`config.mk`:
```
export PLATFORM = sky130hd
export DESIGN_NAME = cnt_sweep_ctrl_flat
export DESIGN_NICKNAME = d
export VERILOG_FILES = /design/src/rtl/cnt_ctrl_pkg.sv /design/src/rtl/cnt_sweep_ctrl_if.sv /design/src/rtl/cnt_core.sv /design/src/rtl/cnt_sweep_ctrl.sv /design/src/flat_wrapper.sv
export SDC_FILE = /design/constraint.sdc
export NUM_CORES = 1
export LEC_CHECK = 0
export CAP_MARGIN = 20
export CELL_PAD_IN_SITES_DETAIL_PLACEMENT = 1
export CELL_PAD_IN_SITES_GLOBAL_PLACEMENT = 1
export CORE_MARGIN = 10
export CORE_UTILIZATION = 45
export CTS_BUF_LIST = sky130_fd_sc_hd__clkbuf_4 sky130_fd_sc_hd__clkbuf_8
export CTS_CLUSTER_SIZE = 25
export DETAILED_ROUTE_END_ITERATION = 12
export PLACE_DENSITY_LB_ADDON = 0.1
export SLEW_MARGIN = 20
export SYNTH_ARGS = -nofsm -noshare
export SYNTH_HDL_FRONTEND = slang
export SYNTH_SLANG_ARGS = --single-unit
```
`constraint.sdc`:
```
create_clock -name clk -period 4.2 [get_ports clk]
set_input_delay 0.84 -clock clk [delete_from_list [all_inputs] [get_ports clk]]
set_output_delay 0.84 -clock clk [all_outputs]
set_load 0.01 [all_outputs]
```
`src/rtl/cnt_ctrl_pkg.sv`:
```
// rtl/cnt_ctrl_pkg.sv - shared types and mode encodings for the counter sweep sequencer
//
// Purpose : sequencer state type and mode constants, imported by the
//           controller and the bench.
// Ports   : none (package).

package cnt_ctrl_pkg;

  typedef enum logic [1:0] {
    IDLE = 2'd0,
    UP   = 2'd1,
    DOWN = 2'd2
  } state_e;

  localparam logic [1:0] MODE_UPWRAP  = 2'b00;
  localparam logic [1:0] MODE_DNWRAP  = 2'b01;
  localparam logic [1:0] MODE_PING    = 2'b10;
  localparam logic [1:0] MODE_ONESHOT = 2'b11;

endpackage

```
`src/rtl/cnt_sweep_ctrl_if.sv`:
```
// rtl/cnt_sweep_ctrl_if.sv - control/status bundle between system control and the sweep sequencer
//
// Purpose : groups the sequencer's control inputs and counter/status outputs.
// Signals : start, stop, hold, mode[1:0], limit[WIDTH], cycles[SWEEP_W]  (master -> slave)
//           count[WIDTH], dir, t_en, busy, tc, done                      (slave -> master)
// Modports: master = system control side, slave = sequencer side.

interface cnt_sweep_ctrl_if #(
  parameter int WIDTH   = 3,
  parameter int SWEEP_W = 4
);

  logic               start;
  logic               stop;
  logic               hold;
  logic [1:0]         mode;
  logic [WIDTH-1:0]   limit;
  logic [SWEEP_W-1:0] cycles;

  logic [WIDTH-1:0]   count;
  logic               dir;
  logic               t_en;
  logic               busy;
  logic               tc;
  logic               done;

  modport master (
    output start, stop, hold, mode, limit, cycles,
    input  count, dir, t_en, busy, tc, done
  );

  modport slave (
    input  start, stop, hold, mode, limit, cycles,
    output count, dir, t_en, busy, tc, done
  );

endinterface

```
`src/rtl/cnt_core.sv`:
```
// rtl/cnt_core.sv - WIDTH-bit registered up/down counter with enable and parallel load
//
// Purpose : counter datapath driven by the sweep sequencer.
// Ports   : clk    - clock, rising edge
//           res    - asynchronous active-low reset (q -> 0)
//           en     - count enable
//           dir    - 0 count up, 1 count down
//           ld     - parallel load, takes priority over en
//           ld_val - value loaded when ld is high
//           q      - current count

module cnt_core #(
  parameter int WIDTH = 3
) (
  input  logic             clk,
  input  logic             res,
  input  logic             en,
  input  logic             dir,
  input  logic             ld,
  input  logic [WIDTH-1:0] ld_val,
  output logic [WIDTH-1:0] q
);

  logic [WIDTH-1:0] q_q;
  logic [WIDTH-1:0] q_d;

  always_comb begin
    q_d = q_q;
    if (ld) begin
      q_d = ld_val;
    end else if (en) begin
      q_d = dir ? (q_q - WIDTH'(1)) : (q_q + WIDTH'(1));
    end
  end

  always_ff @(posedge clk or negedge res) begin
    if (!res) begin
      q_q <= '0;
    end else begin
      q_q <= q_d;
    end
  end

  assign q = q_q;

endmodule

```
`src/rtl/cnt_sweep_ctrl.sv`:
```
// rtl/cnt_sweep_ctrl.sv - sweep sequencer driving a 3-bit up/down counter between 0 and a limit
//
// Purpose : runs up-wrap, down-wrap, ping-pong or one-shot sweeps of the
//           counter for a programmed number of sweeps, with hold/stop/start.
// Ports   : clk - clock, rising edge
//           res - asynchronous active-low reset
//           bus - cnt_sweep_ctrl_if.slave
//                 in : start, stop, hold, mode, limit, cycles
//                 out: count, dir, t_en, busy, tc, done

module cnt_sweep_ctrl
  import cnt_ctrl_pkg::*;
#(
  parameter int WIDTH   = 3,
  parameter int SWEEP_W = 4
) (
  input  logic              clk,
  input  logic              res,
  cnt_sweep_ctrl_if.slave   bus
);

  state_e             state_q;
  logic [1:0]         mode_q;
  logic [WIDTH-1:0]   limit_q;
  logic [SWEEP_W-1:0] cycles_q;
  logic [SWEEP_W-1:0] sweep_q;
  logic               dir_q;
  logic               done_q;

  logic [WIDTH-1:0]   count;
  logic [WIDTH-1:0]   limit_eff;
  logic [WIDTH-1:0]   term_val;
  logic               busy;
  logic               tc;
  logic               last_sweep;
  logic               start_ok;

  logic               core_en;
  logic               core_dir;
  logic               core_ld;
  logic [WIDTH-1:0]   core_ld_val;

  // A zero limit would make an empty sweep; treat it as full scale.
  assign limit_eff = (bus.limit == '0) ? '1 : bus.limit;

  assign start_ok  = (state_q == IDLE) && bus.start && !bus.stop;
  assign busy      = (state_q != IDLE);
  assign term_val  = (state_q == DOWN) ? '0 : limit_q;
  assign tc        = busy && !bus.hold && (count == term_val);

  // cycles == 0 means endless; one-shot always finishes on its first terminal.
  assign last_sweep = (mode_q == MODE_ONESHOT) ||
                      ((cycles_q != '0) &&
                       (({1'b0, sweep_q} + (SWEEP_W+1)'(1)) == {1'b0, cycles_q}));

  // Counter steering: plain counting uses en, every wrap or turnaround is an
  // explicit load so the datapath never relies on modulo roll-over.
  always_comb begin
    core_en     = 1'b0;
    core_ld     = 1'b0;
    core_ld_val = '0;
    core_dir    = (state_q == DOWN);
    if (state_q == IDLE) begin
      if (start_ok) begin
        core_ld     = 1'b1;
        core_ld_val = (bus.mode == MODE_DNWRAP) ? limit_eff : '0;
      end
    end else if (!bus.stop && !bus.hold) begin
      if (tc) begin
        // On the final sweep nothing loads, so count keeps its terminal value.
        if (!last_sweep) begin
          case (mode_q)
            MODE_UPWRAP: begin
              core_ld     = 1'b1;
              core_ld_val = '0;
            end
            MODE_DNWRAP: begin
              core_ld     = 1'b1;
              core_ld_val = limit_q;
            end
            MODE_PING: begin
              core_ld     = 1'b1;
              core_ld_val = (state_q == UP) ? (limit_q - WIDTH'(1)) : WIDTH'(1);
            end
            default: begin
              core_ld     = 1'b0;
            end
          endcase
        end
      end else begin
        core_en = 1'b1;
      end
    end
  end

  cnt_core #(
    .WIDTH (WIDTH)
  ) u_core (
    .clk    (clk),
    .res    (res),
    .en     (core_en),
    .dir    (core_dir),
    .ld     (core_ld),
    .ld_val (core_ld_val),
    .q      (count)
  );

  always_ff @(posedge clk or negedge res) begin
    if (!res) begin
      state_q  <= IDLE;
      mode_q   <= '0;
      limit_q  <= '0;
      cycles_q <= '0;
      sweep_q  <= '0;
      dir_q    <= 1'b0;
      done_q   <= 1'b0;
    end else begin
      done_q <= 1'b0;
      case (state_q)
        IDLE: begin
          if (start_ok) begin
            mode_q   <= bus.mode;
            limit_q  <= limit_eff;
            cycles_q <= bus.cycles;
            sweep_q  <= '0;
            if (bus.mode == MODE_DNWRAP) begin
              state_q <= DOWN;
              dir_q   <= 1'b1;
            end else begin
              state_q <= UP;
              dir_q   <= 1'b0;
            end
          end
        end
        default: begin
          if (bus.stop) begin
            state_q <= IDLE;
          end else if (tc) begin
            // Saturate so an endless run never wraps back to zero sweeps.
            if (sweep_q != '1) begin
              sweep_q <= sweep_q + SWEEP_W'(1);
            end
            if (last_sweep) begin
              state_q <= IDLE;
              done_q  <= 1'b1;
            end else if (mode_q == MODE_PING) begin
              if (state_q == UP) begin
                state_q <= DOWN;
                dir_q   <= 1'b1;
              end else begin
                state_q <= UP;
                dir_q   <= 1'b0;
              end
            end
          end
        end
      endcase
    end
  end

  assign bus.count = count;
  assign bus.dir   = dir_q;
  assign bus.t_en  = busy && !bus.hold;
  assign bus.busy  = busy;
  assign bus.tc    = tc;
  assign bus.done  = done_q;

endmodule

```
`src/flat_wrapper.sv`:
```
// flat-port wrapper written by rule: the top's interface ports become plain ports
module cnt_sweep_ctrl_flat import cnt_ctrl_pkg::*;
#(
  parameter int WIDTH   = 3,
  parameter int SWEEP_W = 4
)
  (clk, res, bus_start, bus_stop, bus_hold, bus_mode, bus_limit, bus_cycles, bus_count, bus_dir, bus_t_en, bus_busy, bus_tc, bus_done);
  cnt_sweep_ctrl_if #(.WIDTH(WIDTH), .SWEEP_W(SWEEP_W)) bus_i ();
  input  logic clk;
  input  logic res;
  input wire logic [$bits(bus_i.start)-1:0] bus_start;
  input wire logic [$bits(bus_i.stop)-1:0] bus_stop;
  input wire logic [$bits(bus_i.hold)-1:0] bus_hold;
  input wire logic [$bits(bus_i.mode)-1:0] bus_mode;
  input wire logic [$bits(bus_i.limit)-1:0] bus_limit;
  input wire logic [$bits(bus_i.cycles)-1:0] bus_cycles;
  output wire logic [$bits(bus_i.count)-1:0] bus_count;
  output wire logic [$bits(bus_i.dir)-1:0] bus_dir;
  output wire logic [$bits(bus_i.t_en)-1:0] bus_t_en;
  output wire logic [$bits(bus_i.busy)-1:0] bus_busy;
  output wire logic [$bits(bus_i.tc)-1:0] bus_tc;
  output wire logic [$bits(bus_i.done)-1:0] bus_done;
  assign bus_i.start = bus_start;
  assign bus_i.stop = bus_stop;
  assign bus_i.hold = bus_hold;
  assign bus_i.mode = bus_mode;
  assign bus_i.limit = bus_limit;
  assign bus_i.cycles = bus_cycles;
  assign bus_count = bus_i.count;
  assign bus_dir = bus_i.dir;
  assign bus_t_en = bus_i.t_en;
  assign bus_busy = bus_i.busy;
  assign bus_tc = bus_i.tc;
  assign bus_done = bus_i.done;
  cnt_sweep_ctrl #(.WIDTH(WIDTH), .SWEEP_W(SWEEP_W)) u_core (.clk(clk), .res(res), .bus(bus_i));
endmodule
```
Yosys cells after proc, flatten, opt, wreduce, memory -nomap -nowiden
Cells that the tools add are included.
{ "totals": {"reg_bits": 20, "inputBits": 14, "output_inout_bits": 8, "elab_cells": 97} }
{ "op_classes": {"n_addsub": 5, "eq_ne": 12, "mux": 47, "n_reduce_logical": 25} }
{ "ops": {"columns": ["op", "count"], "rows": [
  ["3-bit two-way mux", 12],
  ["1-bit two-way mux", 21],
  ["4-bit two-way mux", 5],
  ["2-bit two-way mux", 8],
  ["2-bit nonzero test", 5],
  ["4-bit nonzero test", 2],
  ["2-bit by 1-bit == test with 1-bit output (second input constant)", 3],
  ["2-bit == test (second input constant)", 3],
  ["1-bit logical AND", 6],
  ["3-bit case mux with 2 select lines", 1],
  ["3-bit by 1-bit subtractor with 3-bit output (second input constant)", 2],
  ["4-bit by 1-bit adder with 5-bit output (second input constant)", 1],
  ["5-bit by 4-bit == test with 1-bit output", 1],
  ["5-bit AND reduction", 1],
  ["4-bit by 1-bit adder with 4-bit output (second input constant)", 1],
  ["2-bit logical NOT", 2],
  ["2-bit by 1-bit != test with 1-bit output (second input constant)", 2],
  ["4-bit != test (second input constant)", 1],
  ["4-bit AND reduction", 1],
  ["3-bit by 1-bit adder with 3-bit output (second input constant)", 1],
  ["3-bit == test", 1],
  ["3-bit logical NOT", 1],
  ["3-bit AND reduction", 1],
  ["3-bit nonzero test", 1],
  ["other kinds (5)", 6]
]} }

Logic depth before layout (Yosys ltp)
Gate-level depths: netlist of run 1.
{ "logic_depth": {"depth_word": 9, "ltp_mapped": 7, "mapped_depth_nobuf": 7} }

By module
From an unflattened synthesis of run 1, not the netlist that was laid out.
{ "hier_totals": {"hier_cells": 153, "area_unflattened_um2": 1375.1} }
{ "by_module_without_submodules": {"columns": ["mod", "n_inst", "cells_each", "area_per_inst_um2", "seq_area_each_um2"], "rows": [
  ["cnt_sweep_ctrl", 1, 134, 1188.6, 425.4],
  ["cnt_core", 1, 19, 186.4, 75.1]
]} }

Worst setup path before layout of run 1
Ideal clock, no wire load.
{ "synth_path": {"path_type": "register -> register", "startpoint": "register u_core.sweep_q[0]", "endpoint": "register u_core.dir_q, in the netlist u_core.bus.dir", "setup_time_ps": 127, "arrival_time_ps": 2162, "t_required_ps": 4073, "slack_ps": 1910, "stages_incl_launch_ff": 8, "path_buffers": 0, "period_less_slack_ps": 2290, "path_cell_list": "dfrtp_1 -> ha_1 -> xor2_1 -> or3_1 -> a211oi_1 -> and2b_4 -> a31o_2 -> mux2_1"} }
{ "synth_via": {"elab_chain_cells": 6} }
{ "synth_rtl": {"columns": ["item", "line_no", "source"], "rows": [
  ["from (decl)", "cnt_sweep_ctrl.sv:26", "logic [SWEEP_W-1:0] sweep_q;"],
  ["from (signal assigned)", "cnt_sweep_ctrl.sv:141", "sweep_q <= sweep_q + SWEEP_W'(1);"],
  ["4-bit by 1-bit adder with 5-bit output", "cnt_sweep_ctrl.sv:54", "(({1'b0, sweep_q} + (SWEEP_W+1)'(1)) == {1'b0, cycles_q}));"],
  ["5-bit by 4-bit == test with 1-bit output", "cnt_sweep_ctrl.sv:54", null],
  ["1-bit logical AND", "cnt_sweep_ctrl.sv:53", "((cycles_q != '0) &&"],
  ["1-bit logical OR", "cnt_sweep_ctrl.sv:52", "assign last_sweep = (mode_q == MODE_ONESHOT) ||"],
  ["2-bit != test (no source line)", null, null],
  ["5-bit AND reduction (no source line)", null, null],
  ["to (signal assigned)", "cnt_sweep_ctrl.sv:115", "dir_q <= 1'b0;"],
  ["to (signal assigned)", "cnt_sweep_ctrl.sv:128", "dir_q <= 1'b1;"],
  ["to (signal assigned)", "cnt_sweep_ctrl.sv:131", "dir_q <= 1'b0;"],
  ["to (decl)", "cnt_sweep_ctrl.sv:27", "logic dir_q;"]
]} }
Every way passes these cells.
A chain may end at the register's enable or synchronous reset.

Worst setup path after layout of run 1
{ "layout_path": {"startpoint": "register u_core.state_q[0]", "endpoint": "output port bus_tc"} }
{ "layout_via": {"elab_chain_cells": 4, "elab_cells_between_ends": 6, "cone_classes": "2 x eq/ne; 1 x mux; 3 x reduce/logical"} }
{ "layout_rtl": {"columns": ["item", "line_no", "source"], "rows": [
  ["from (decl)", "cnt_sweep_ctrl.sv:22", "state_e state_q;"],
  ["from (signal assigned)", "cnt_sweep_ctrl.sv:110", "state_q <= IDLE;"],
  ["from (signal assigned)", "cnt_sweep_ctrl.sv:127", "state_q <= DOWN;"],
  ["from (signal assigned)", "cnt_sweep_ctrl.sv:130", "state_q <= UP;"],
  ["2-bit == test", "cnt_sweep_ctrl.sv:48", "assign term_val = (state_q == DOWN) ? '0 : limit_q;"],
  ["3-bit two-way mux", "cnt_sweep_ctrl.sv:48", null],
  ["3-bit == test", "cnt_sweep_ctrl.sv:49", "assign tc = busy && !bus.hold && (count == term_val);"],
  ["1-bit logical AND (*)", "cnt_sweep_ctrl.sv:49", null],
  ["to (decl)", "flat_wrapper.sv:21", "output wire logic [$bits(bus_i.tc)-1:0] bus_tc;"]
]} }
Every way passes the cells marked *; elsewhere a longest branch is shown, timed or not.

==> results of run 1 <==
[final cells by class]
| type | count | area (sq um) | area share |
|---|---|---|---|
| Timing Repair Buffer | 22 | 213 | 0.129 |
| Inverter | 7 | 26.3 | 0.0159 |
| Sequential cell | 20 | 500 | 0.304 |
| Clock buffer | 4 | 36.3 | 0.0220 |
| Multi-Input combinational cell | 108 | 831 | 0.504 |
| Tap cell | 33 | 41.3 | 0.0251 |
[routing by layer]
| layer | routed length (um) | vias up | GRT usage |
|---|---|---|---|
| met5 | 0 | - | 0 |
| met4 | 35 | 0 | 0.0536 |
| met3 | 210 | 4 | 0.0326 |
| met2 | 1640 | 28 | 0.218 |
| met1 | 1590 | 569 | 0.167 |
| li1 | - | 557 | - |
[power by group through the flow]
| stage | logic (W) | clock network [W] | registers, W |
|---|---|---|---|
| after global routing | 0.000459 | 0.000133 | 0.000348 |
| after floorplan | 0.000295 | 0 | 0.000323 |
| final | 0.000409 | 0.000119 | 0.000336 |
| after CTS | 0.000416 | 0.000125 | 0.000336 |
| after detailed placement | 0.000413 | 0 | 0.000340 |
| after global placement | 0.000402 | 0 | 0.000334 |
[worst max-delay path by stage]
| stage | slack [ns] | endpoint | startpoint |
|---|---|---|---|
| after global routing | 0.86 | bus_tc | u_core.state_q[0]$_DFFE_PN0P_ |
| after floorplan | 1.91 | u_core.bus.dir$_DFFE_PN0P_ | u_core.sweep_q[0]$_DFFE_PN0P_ |
| final | 0.99 | bus_tc | u_core.state_q[0]$_DFFE_PN0P_ |
| after detailed placement | 1.11 | bus_tc | bus_hold |
| after CTS | 0.96 | bus_tc | u_core.state_q[0]$_DFFE_PN0P_ |
| after global placement | 1.17 | bus_tc | bus_hold |
[metrics by stage]
| step | util | setup WS, ns | hold slack, ns | cell area (sq um) |
|---|---|---|---|---|
| 5_1_grt | 0.549 | 0.859 | 0.481 | 1650 |
| 3_5_place_dp | 0.538 | 1.11 | 0.502 | 1620 |
| 2_1_floorplan | - | 1.91 | 0.496 | 1390 |
| 3_3_place_gp | 0.538 | 1.17 | 0.493 | 1620 |
| 6_report | 0.549 | 0.990 | 0.456 | 1650 |
| 4_1_cts | 0.550 | 0.956 | 0.531 | 1650 |
[cells in the mapped netlist, types with 2 or more instances]
library cell / number / area, sq um
a211o_1: 4 / 35.0
a21oi_1: 5 / 25.0
a221o_1: 3 / 30.0
and3_1: 2 / 12.5
clkbuf_1: 3 / 11.3
dfrtp_1: 20 / 500
ha_1: 5 / 62.6
inv_1: 7 / 26.3
mux2_1: 3 / 33.8
mux2_2: 2 / 22.5
nand2_1: 9 / 33.8
nand2b_1: 2 / 12.5
nand3_1: 3 / 15.0
nand4_1: 2 / 12.5
nor2_1: 14 / 52.6
nor2b_1: 3 / 18.8
nor3_1: 3 / 15.0
o21ai_0: 4 / 20.0
o22ai_1: 3 / 18.8
or3_1: 3 / 18.8
xnor2_1: 7 / 61.3
xor2_1: 4 / 35.0
[logic make-up (layout without fill, tap and decap cells)]
group,Yosys count,after routing
AO/OA/AOI/OAI,33,33
XOR/XNOR,11,11
adder cells (fa/ha/maj),6,6
buffers and inverters,13,33
flip-flops,20,20
multiplexers,6,6
AND/OR/NAND/NOR,52,52
[flip-flops by register name, summed over array words and instances, names as in the netlist]
register / flops
u_core.cycles_q: 4
u_core.sweep_q: 4
u_core.mode_q: 2
u_core.limit_q: 3
u_core.state_q: 2
u_core.bus.dir: 1
u_core.bus.done: 1
u_core.u_core.q: 3
[layout by cell type (no fill, tap or decap), types with 2 or more instances in the layout]
master,n
a211o_1,4
a21oi_1,5
a221o_1,3
and3_1,2
clkbuf_4,3
clkdlybuf4s50_1,20
dfrtp_1,20
ha_1,5
inv_1,7
mux2_1,3
mux2_2,2
nand2_1,9
nand2b_1,2
nand3_1,3
nand4_1,2
nor2_1,14
nor2b_1,3
nor3_1,3
o21ai_0,4
o22ai_1,3
or3_1,3
xnor2_1,7
xor2_1,4
==> qor.csv, run 1 <==
metric,value,unit
status,completed,
FF-to-FF End,u_core.bus.dir$_DFFE_PN0P_,
VDD IR-drop max,0.212,mV
Tightest Pin Transition,0.461,ns
worst path cell trace,nand2b_1 > a211o_1 > a311oi_4 > clkdlybuf4s50_1,
syn nets,161,
Worst path top cell family by delay,compound AO/OA/AOI/OAI gates,
post-CTS setup buffers,0,
Arrival @ worst endpoint,2.37,ns
H-Tree Depth,1,
P_int,0.000516,W
# fillers,348,
"Slew Viols, Final",0,
number of I/O pins,22,
ys flop type,dfrtp_1,
FF-to-FF Start,u_core.sweep_q[0]$_DFFE_PN0P_,
NetSw,0.000348,W
die height,75.6,um
number of global-route vias before repair,1219,
CTS resizes,0,
Setup CP Type,register to output port,
Total GRT Usage,0.134,
Async SR Flop Fraction,1.00,
r2r worst-path depth,7,
DR vias/cell,5.97,
Leak,0.692,nW
FMAX,312,MHz
first-pass GRT wire length,5.90,mm
CP startpoint kind,register,
largest net degree at the start of global routing,22,
Synth Area in Compound Gates,0.199,
antenna-violating nets left,0,
CP endpoint kind,output port,
CTS tree,built,
final setup violation count,0,
num rows,20,
Setup TNS,0,ns
Synth Register Bits,20,
Die ar.,5720,sq um
GR Overflow Total,0,
synthesized area per cell,9.88,sq um
Max clock buf depth,2,
Mapped Cells,141,
unrepaired setup endpoints after global routing,no,
adder-cell share of the synthesized area,0.0593,
Max-cap violations,0,
Placer Congestion,0.782,
number of port buffers,21,
initial antenna violation count,0,
Gate power share,0.473,
initial core utilization,0.464,
Inst Count DP,190,
total number of vias,1158,
Final Hold Fails,0,
DRC,0,
ANT cells,0,
Worst EP required,3.36,ns
PwrDens,524,nW/um^2
worst skew pair latency,0.31,ns
Crit path depth,4,
sequential power share,0.389,
Clock Power Share,0.137,
Final period util,0.764,
Chip Width,75.6,um
mapped cell area,1390,sq um
hold crit path type,primary input to asynchronous set/reset pin,
worst-path fanout max,6,
DR iter-0 viols,65,
Worst path max stage delay,0.60,ns
CTS Buf Count,3,
Critical-path top delay cell,clkdlybuf4s50_1,
Core Box Area,3000,sq um
post-DP HPWL,2.73,mm
Final Non-Filler Cells,194,
Synth cell types,52,
DR pass1 iterations,4,
main combinational cell family by area after synthesis,simple AND/OR/NAND/NOR gates,
fraction of final layout cells sized beyond drive strength 1,0.118,
CTS root buf,clkbuf_4,
"EDFF count, synth",0,
R2R setup slack,1.56,ns
"Power, Total",0.000864,W
area delta synth->final,18.3,%
clock period minus worst slack,3.21,ns
Post-CTS Hold Buffers,0,
Slew HR,0.691,
Ys Warns,0,
multiplexer share of the synthesized area,0.0476,
Layout Skew,0.00848,ns
switching share of power,0.403,
final wirelength,3.48,mm
clock sink total,20,
Buffers & Inverters on Critical Path,1,
average wire per cell in the routed design,17.9,um
post-synthesis sequential area ratio,0.359,
Synth Area in Simple Gates,0.221,
Clock transition at path regs,0.13,ns
Layout Nets,182,
xor/xnor share of the synthesized area,0.0692,
Note: power is estimated with default switching activity, not from simulation.
==> run 2: changes to the inputs <==
--- a/config.mk
+++ b/config.mk
@@ -9,7 +9,7 @@
 export CELL_PAD_IN_SITES_DETAIL_PLACEMENT = 1
 export CELL_PAD_IN_SITES_GLOBAL_PLACEMENT = 1
 export CORE_MARGIN = 10
-export CORE_UTILIZATION = 45
+export CORE_UTILIZATION = 43
 export CTS_BUF_LIST = sky130_fd_sc_hd__clkbuf_4 sky130_fd_sc_hd__clkbuf_8
 export CTS_CLUSTER_SIZE = 25
 export DETAILED_ROUTE_END_ITERATION = 12
==> constraint.sdc (replaced) <==
create_clock -name clk -period 3 [get_ports clk]
set_input_delay 0.6 -clock clk [delete_from_list [all_inputs] [get_ports clk]]
set_output_delay 0.6 -clock clk [all_outputs]
set_load 0.01 [all_outputs]
==> run 2 against run 1 <==
Effect of this change:
- worst setup slack worse by 0.62 ns
- core utilization is 0.32 points lower
- design area is 1.9% higher
- largest cell class unchanged
- largest power group unchanged
==> qor.csv, run 2 (synthesized netlist as in run 1, its figures left out) <==
metric,value,unit
final wirelength,3.57,mm
DR iter-0 viols,103,
NetSw,0.000501,W
PnR worst setup slack,0.375,ns
post-CTS setup buffers,0,
Clock Power Share,0.135,
footprint of the multi-input gates,833,sq um
fin area,1680,sq um
first-pass GRT wire length,6.09,mm
switching share of power,0.408,
Gate power share,0.481,
worst-path fanout max,6,
Leak,0.716,nW
initial core utilization,0.452,
number of global-route vias before repair,1182,
worst skew pair latency,0.31,ns
DR pass1 iterations,4,
VDD IR-drop max,0.283,mV
clock period minus worst slack,2.63,ns
most frequent cells in the layout,"clkdlybuf4s50_1, dfrtp_1, nor2_1, nand2_1",
ANT cells,0,
Max clock buf depth,2,
Tightest Pin Transition,0.465,ns
FF-to-FF End,u_core.bus.dir$_DFFE_PN0P_,
clock sink total,20,
"Slew Viols, Final",0,
die height,76.9,um
Worst EP required,3.21,ns
Chip Width,76.9,um
DR vias/cell,5.51,
area delta synth->final,20.6,%
num rows,20,
final setup violation count,0,
biggest regs,"u_core.cycles_q: 4 flops, u_core.sweep_q: 4 flops",
R2R setup slack,0.37,ns
Total GRT Usage,0.126,
Hold Path Sink,u_core.bus.dir$_DFFE_PN0P_,
largest net degree at the start of global routing,22,
Clock transition at path regs,0.12,ns
CTS root buf,clkbuf_4,
status,completed,
PwrDens,731,nW/um^2
number of port buffers,21,
Max-cap violations,0,
initial antenna violation count,0,
hold depth,1,
Setup TNS,0,ns
number of I/O pins,22,
total number of vias,1136,
CP startpoint kind,register,
Setup CP Type,register to register,
Final Hold Fails,0,
Core Box Area,3080,sq um
Final period util,0.875,
Post-Place Setup Slack,0.349,ns
# fillers,364,
Layout Skew,0.00136,ns
Slew HR,0.688,
sequential power share,0.384,
Die ar.,5920,sq um
CP endpoint kind,register,
Arrival @ worst endpoint,2.84,ns
FF-to-FF Start,u_core.sweep_q[0]$_DFFE_PN0P_,
fraction of final layout cells sized beyond drive strength 1,0.123,
Layout Nets,183,
DRC,0,
FMAX,381,MHz
hold wc startpoint,u_core.bus.dir$_DFFE_PN0P_,
CTS tree,built,
average wire per cell in the routed design,17.3,um
hold crit path type,register to register,
H-Tree Depth,1,
r2r worst-path depth,7,
GR Overflow Total,0,
Placer Congestion,0.826,
Post-CTS Hold Buffers,0,
placed cell area,1640,sq um
Reg area,500,sq um
antenna-violating nets left,0,
CTS Buf Count,3,
post-DP HPWL,2.80,mm
P_int,0.000727,W
unrepaired setup endpoints after global routing,no,
## run 2: cell types whose count changed in the layout (fill, tap and decap cells not counted), sizes merged
cell | previous run | this run
dlymetal6s2s | 0 | 1
## run 2: area by class of cell
cell class	count	area share
Sequential cell	20	0.298
Tap cell	44	0.0328
Clock buffer	4	0.0216
Inverter	7	0.0156
Multi-Input combinational cell	108	0.496
Timing Repair Buffer	23	0.136
## run 2: routing by layer
layer  part of all wire  GRT usage  up-vias
met2               0.47      0.200       25
met5                  0          0        -
met4              0.015     0.0465        0
met3              0.047     0.0350        6
li1                   -          -      555
met1               0.47      0.159      550
## run 2: worst max path at each step
stage                                   from                          to  slack, ns  depth (start not counted)
2_1_floorplan  u_core.sweep_q[0]$_DFFE_PN0P_  u_core.bus.dir$_DFFE_PN0P_       0.71                          7
3_3_place_gp   u_core.state_q[0]$_DFFE_PN0P_                      bus_tc       0.41                          4
3_5_place_dp   u_core.state_q[0]$_DFFE_PN0P_                      bus_tc       0.35                          4
4_1_cts        u_core.limit_q[0]$_DFFE_PN0P_                      bus_tc      0.005                          4
5_1_grt        u_core.sweep_q[0]$_DFFE_PN0P_  u_core.bus.dir$_DFFE_PN0P_       0.23                          7
6_report       u_core.sweep_q[0]$_DFFE_PN0P_  u_core.bus.dir$_DFFE_PN0P_       0.37                          7
## run 2: metrics by stage
stage | std cells | total power (W) | utilization | hold slack [ns]
after floorplan | 141 | 0.000865 | - | 0.304
after global placement | 202 | 0.00103 | 0.532 | 0.477
after detailed placement | 202 | 0.00107 | 0.532 | 0.480
after CTS | 206 | 0.00124 | 0.545 | 0.508
after global routing | 206 | 0.00133 | 0.546 | 0.527
final | 206 | 0.00123 | 0.546 | 0.502
## run 2: power by group through the flow
| stage | Sequential [W] | Combinational (W) | Clock, W |
|---|---|---|---|
| floorplan | 0.000452 | 0.000413 | 0 |
| global route | 0.000491 | 0.000651 | 0.000186 |
| detailed placement | 0.000476 | 0.000590 | 0 |
| global placement | 0.000466 | 0.000561 | 0 |
| CTS | 0.000471 | 0.000596 | 0.000173 |
| finish | 0.000471 | 0.000591 | 0.000166 |
## run 2: critical path: stages, from the launching register on
cell      delay, ns
dfrtp_1        0.48
ha_1           0.29
xor2_1         0.19
or3_1          0.31
a211oi_1       0.42
and2b_4        0.28
a31o_2         0.25
mux2_1         0.30
## run 2: what timing repair did
action / CTS / global route
cloned: 0 / 0
hold endpoints to repair: 0 / 0
endpoints found under the setup margin: 1 / 1
gates resized for setup: 1 / 1
==> run 3: changes to the inputs <==
--- a/config.mk
+++ b/config.mk
@@ -5,7 +5,6 @@
 export SDC_FILE = /design/constraint.sdc
 export NUM_CORES = 1
 export LEC_CHECK = 0
-export CAP_MARGIN = 20
 export CELL_PAD_IN_SITES_DETAIL_PLACEMENT = 1
 export CELL_PAD_IN_SITES_GLOBAL_PLACEMENT = 1
 export CORE_MARGIN = 10
@@ -14,6 +13,7 @@
 export CTS_CLUSTER_SIZE = 25
 export DETAILED_ROUTE_END_ITERATION = 12
 export PLACE_DENSITY_LB_ADDON = 0.1
+export SKIP_LAST_GASP = 1
 export SLEW_MARGIN = 20
 export SYNTH_ARGS = -nofsm -noshare
 export SYNTH_HDL_FRONTEND = slang
==> results of run 3 <==
Same layout as run 2: the final DEF is identical, and so are final timing and power.
